## config.mk

```make
export PLATFORM = sky130hd
export DESIGN_NAME = setting_apply
export DESIGN_NICKNAME = d
export VERILOG_FILES = /design/src/rtl/setting_apply.sv
export SDC_FILE = /design/constraint.sdc
export NUM_CORES = 1
export LEC_CHECK = 0
export BUFFER_PORTS_ARGS = -buffer_cell sky130_fd_sc_hd__buf_4
export CORE_UTILIZATION = 40
export DETAILED_ROUTE_END_ITERATION = 10
export MAX_ROUTING_LAYER = met4
export PLACE_DENSITY = 0.69
export SYNTH_ARGS = -nofsm -noshare
export SYNTH_HDL_FRONTEND = slang
export SYNTH_SLANG_ARGS = --single-unit
export TNS_END_PERCENT = 10
```

## constraint.sdc

```tcl
create_clock -name clock -period 4.88 [get_ports clock]
set_clock_uncertainty 0.2 [all_clocks]
set_input_delay 0.976 -clock clock [delete_from_list [all_inputs] [get_ports clock]]
set_output_delay 0.976 -clock clock [all_outputs]
set_load 0.02 [all_outputs]
```

## src/rtl/setting_apply.sv

```systemverilog
// setting_apply: qualifies a setting word crossed from an upstream FIFO and
// commits it to dataOut only after it has been stable for SETTLE_CYCLES and a
// vsync rising edge (or the optional timeout) has been seen.
module setting_apply #(
  parameter int unsigned      WIDTH          = 8,
  parameter int unsigned      SETTLE_CYCLES  = 4,
  parameter int unsigned      TIMEOUT_CYCLES = 1048576,
  parameter logic [WIDTH-1:0] RESET_VALUE    = '0
) (
  input  logic             clock,
  input  logic             reset,
  input  logic [WIDTH-1:0] dataIn,
  input  logic             vsync,
  output logic [WIDTH-1:0] dataOut,
  output logic             applied,
  output logic             pending
);

  typedef enum logic [1:0] {
    IDLE,
    SETTLE,
    WAIT_VS
  } state_t;

  // Settle counter value on which the word is declared stable; the transition
  // happens on the edge that samples this value, giving SETTLE_CYCLES edges
  // from the change edge to WAIT_VS.
  localparam logic [7:0]  SETTLE_LAST  = 8'(SETTLE_CYCLES - 1);
  localparam logic [23:0] TIMEOUT_LAST = 24'(TIMEOUT_CYCLES - 1);
  localparam bit          TIMEOUT_EN   = (TIMEOUT_CYCLES != 0);

  state_t           state;
  logic [WIDTH-1:0] candidate;
  logic [7:0]       settle_cnt;
  logic [23:0]      timeout_cnt;
  logic             vsync_prev;

  logic             vsync_rise;
  logic             timeout_hit;

  // Frame edge and timeout detection from the current registered state.
  always_comb begin
    vsync_rise  = vsync & ~vsync_prev;
    timeout_hit = TIMEOUT_EN && (timeout_cnt == TIMEOUT_LAST);
  end

  // Qualification FSM with registered outputs; dataOut is loaded whole from
  // candidate so it never shows a partial word.
  always_ff @(posedge clock or negedge reset) begin
    if (!reset) begin
      state       <= IDLE;
      dataOut     <= RESET_VALUE;
      applied     <= 1'b0;
      pending     <= 1'b0;
      candidate   <= RESET_VALUE;
      settle_cnt  <= '0;
      timeout_cnt <= '0;
      vsync_prev  <= 1'b0;
    end else begin
      vsync_prev <= vsync;
      applied    <= 1'b0;
      case (state)
        IDLE: begin
          if (dataIn != dataOut) begin
            candidate  <= dataIn;
            settle_cnt <= '0;
            pending    <= 1'b1;
            state      <= SETTLE;
          end
        end
        SETTLE: begin
          if (dataIn == dataOut) begin
            pending <= 1'b0;
            state   <= IDLE;
          end else if (dataIn != candidate) begin
            candidate  <= dataIn;
            settle_cnt <= '0;
          end else if (settle_cnt == SETTLE_LAST) begin
            timeout_cnt <= '0;
            state       <= WAIT_VS;
          end else begin
            settle_cnt <= settle_cnt + 8'd1;
          end
        end
        WAIT_VS: begin
          // A data change outranks a frame edge or timeout in the same cycle.
          if (dataIn == dataOut) begin
            pending <= 1'b0;
            state   <= IDLE;
          end else if (dataIn != candidate) begin
            candidate  <= dataIn;
            settle_cnt <= '0;
            state      <= SETTLE;
          end else if (vsync_rise || timeout_hit) begin
            dataOut <= candidate;
            applied <= 1'b1;
            pending <= 1'b0;
            state   <= IDLE;
          end else if (timeout_cnt != '1) begin
            timeout_cnt <= timeout_cnt + 24'd1;
          end
        end
        default: begin
          pending <= 1'b0;
          state   <= IDLE;
        end
      endcase
    end
  end

endmodule

```

==> summary.md <==
| Metric | Value |
|---|---|
| Outcome | complete, no violations |
| Initial Util | 41.5% |
| Final-layout fill cell count | 702 |
| Vias in the first global route | 2251 |
| Pwr dens | around 370 nW/um^2 |
| Area leader, netlist | dfrtp_1 |
| RSZ-0062 raised after global routing | false |
| Die Area | 7870 um^2 |
| Final-report setup violation count | 0 |
| Cell Chain, Critical Path | buf_4 > xor2_1 > nor4_1 > and2_1 > o2111ai_4 > or2_1 > o41ai_1 |
| Area grow syn2layout | 10.6% |
| Top delay family on crit path | simple AND/OR/NAND/NOR gates |
| Commonest cells post-synth | dfrtp_1, o21ai_0, o31ai_1, nand2_1, mux2_2 |
| Post-synth EDFFs | 0 |
| TNS Setup | 0 ps |
| ANT cells | 0 |
| YS warnings | 0 |
| Main synth FF type | dfrtp_1 |
| Reg2Reg Setup Slack | 1420 ps |
| Maximum operating frequency | 0.278 GHz |
| CP startpoint kind | input pin |
| Comb pwr share | 31.4% |
| Initial antenna violation count | 0 |
| Mapped Area | 3010 um^2 |
| Die Span X | 88.7 um |
| Top-count cell post-synth | dfrtp_1 |
| Rel. slew slack | a little over two fifths |
| DR pass1 iterations | 4 |
| Worst-Skew Late Latency | 310 ps |
| Multi-input logic area | ~1600 um^2 |
| Sequential Power Share | between 40% and 50% |
| # Post-CTS Setup Buffers | 0 |
| ANT nets after route | 0 |
| Worst VDD drop | 0.224 mV |
| Final WS setup | about 1300 ps |
| Synth Register Bits | 53 |
| FF+latch area | 1330 um^2 |
| Worst path arrival time | 3600 ps |
| Gp weighted congestion | 0.840 |
| Req. time, crit path | 4870 ps |
| Placement Setup Slack | around 990 ps |
| Clk slew on worst S/H paths | approximately 90 ps |
| Crit-path max FO | 27 |
| DR WL/cell | between 15 and 20 um |
| Global-route usage over all layers | 17.9% |
| Leakage power | between 1 and 1.5 nW |
| Worst r2r path cells | 7 |
| Post-Synthesis Cells | 303 |
| Setup Crit Path Kind | input pin to register |
| Core area | 7250 um^2 |
| Syn Area/Cell | 9.92 um^2 |
| Critical Path Sink Type | register |
| Library cells used by synthesis | 43 |
| Hold buffer count at cts | 0 |
| Slowest-stage cell, CP | or2_1 |
| CTS H-tree lvls | 2 |
| Io pins | 21 |
| Die Y | 88.7 um |
| Final wirelength | around 6.3 mm |
| DR vias | 2402 |
| Top post-synthesis cells by area | dfrtp_1, mux2_2, o31ai_1 |
| Final Hold Vio Count | 0 |
| Residual DRC count | 0 |
| Max-cap violations | 0 |
| Pint | 0.834 mW |
| Row count | 31 |
| CTS buffer count | 5 |
| FFs w/ async S/R, synth | 100% |
| Share of cells above drive strength 1 | between 15 and 20% |
| Sequential cell area fraction in the yosys report | approximately 44% |
| Final Max Tran Viols | 0 |
| First-pass GRT wire length | 10.8 mm |
| Largest net degree at the start of global routing | 54 |
| Port bufs | 20 |
| CP bufs+invs | 1 |
| Tmin final | roughly 3600 ps |
| Vias per cell | 5.79 |
| Resized cells post-CTS | 0 |
| Detailed placer's ending HPWL | 4.30 mm |
| Final period util | 73.8% |
| Net Sw Power | ~0.4 mW |
| Area fraction of the dominant cell type after synthesis | 44.1% |
| Clock network power share | 25.1% |
| Hold Path Sink | timeout_cnt[18] |
| RR Startpoint | state[0] |
| RR Endpoint | timeout_cnt[18] |
| CTS tree | built |
| CTS Sinks | 53 |
| Worst slew pin tran | 866 ps |
| Synthesized net count | 321 |
| Sw frac | 32.5% |
| Maximum clock insertion buffer count | 2 |
| DR iter-0 viols | 289 |
| Critical Path Max Stage Delay | 610 ps |
| Hold WC Path Type | register to register |
| Min-Delay Startpoint | timeout_cnt[18] |
| Grt ovf | 0 |
| Root Driver | clkbuf_8 |
| Hold path cells | 1 |
| NumNets Final | about 330 |
[placed cells by master, fill, tap and decap left out, drive strengths merged, types with 2 or more instances in the layout]
cell,instances
nor4,5
and2,7
or2,4
a31oi,6
and3,13
o2111ai,2
o21ai,33
nand3,17
or4,2
nor3,4
a21oi,7
xor2,8
ha,7
xnor2,8
o211ai,3
clkbuf,7
inv,5
nand4,15
o31ai,26
nand2,19
buf,20
a211o,2
o41ai,3
or3,4
dfrtp,53
o21a,2
nor2,6
and4,2
nand2b,2
mux2,18
[layer usage]
layer | vias up | global-route usage, % | share of wire [%]
met5 | - | - | 0
met4 | 0 | 4.25 | 1.3
met3 | 7 | 2.80 | 3.6
met2 | 49 | 27.5 | 47
met1 | 1169 | 24.8 | 49
li1 | 1177 | - | -
[power groups by stage]
stage	clock network [mW]	registers [mW]	logic, mW
final	0.310	0.536	0.388
after global routing	0.334	0.544	0.429
after CTS	0.318	0.537	0.391
after detailed placement	0	0.545	0.389
after global placement	0	0.542	0.383
after floorplan	0	0.544	0.293
[area by class of cell]
cell class	count	area share [%]
flip-flops and latches	53	39.9
multi-input cells	230	47.8
inverters	5	0.565
repair buffers	20	4.52
clock inverters	1	0.903
well taps	99	3.73
clock buffers	7	2.60
[stage by stage]
step / cells / util (%) / area (um^2) / hold slack [ps] / power, mW
6_report: 415 / 45.8 / 3320 / 283 / 1.23
5_1_grt: 415 / 45.8 / 3320 / 322 / 1.31
4_1_cts: 415 / 45.8 / 3320 / 279 / 1.25
3_5_place_dp: 407 / 44.2 / 3210 / 260 / 0.934
3_3_place_gp: 407 / 44.2 / 3210 / 257 / 0.925
2_1_floorplan: 303 / - / 3010 / 237 / 0.837
[worst register-to-register path: cells and delay by family (launching register included)]
family	cells	cell delay (ps)
AOI/OAI and AO/OA	3	890
adders and majority gates	1	670
and+or+nand+nor	1	610
DFF	1	440
muxes	1	440
buffers and inverters	1	100
[registers in the layout, indices dropped and copies added, names as in the netlist]
register,flops
timeout_cnt,24
applied,1
pending,1
candidate,8
state,2
vsync_prev,1
dataOut,8
settle_cnt,8
[kinds of logic (layout without fill, tap and decap cells)]
group | count (synthesis) | after routing | share of synthesized area (%)
AOI/OAI and AO/OA | 85 | 85 | 18.9
xor gates and xnor gates | 16 | 16 | 4.66
adders and majority gates | 7 | 7 | 2.91
buffers and inverters | 20 | 33 | 3.04
DFF | 53 | 53 | 44.1
muxes | 19 | 19 | 7.07
and+or+nand+nor | 103 | 103 | 19.3
[worst max path at each step]
stage | startpoint | cells past startpoint | endpoint | slack, ps
2_1_floorplan | dataIn[7] | 7 | candidate[0] | 1870
3_3_place_gp | dataIn[3] | 7 | timeout_cnt[18] | 1060
3_5_place_dp | dataIn[7] | 7 | timeout_cnt[18] | 990
4_1_cts | dataIn[3] | 7 | timeout_cnt[18] | 1310
5_1_grt | dataIn[3] | 7 | timeout_cnt[18] | 970
6_report | dataIn[3] | 7 | timeout_cnt[18] | 1280
Note: power is estimated with default switching activity, not from simulation.
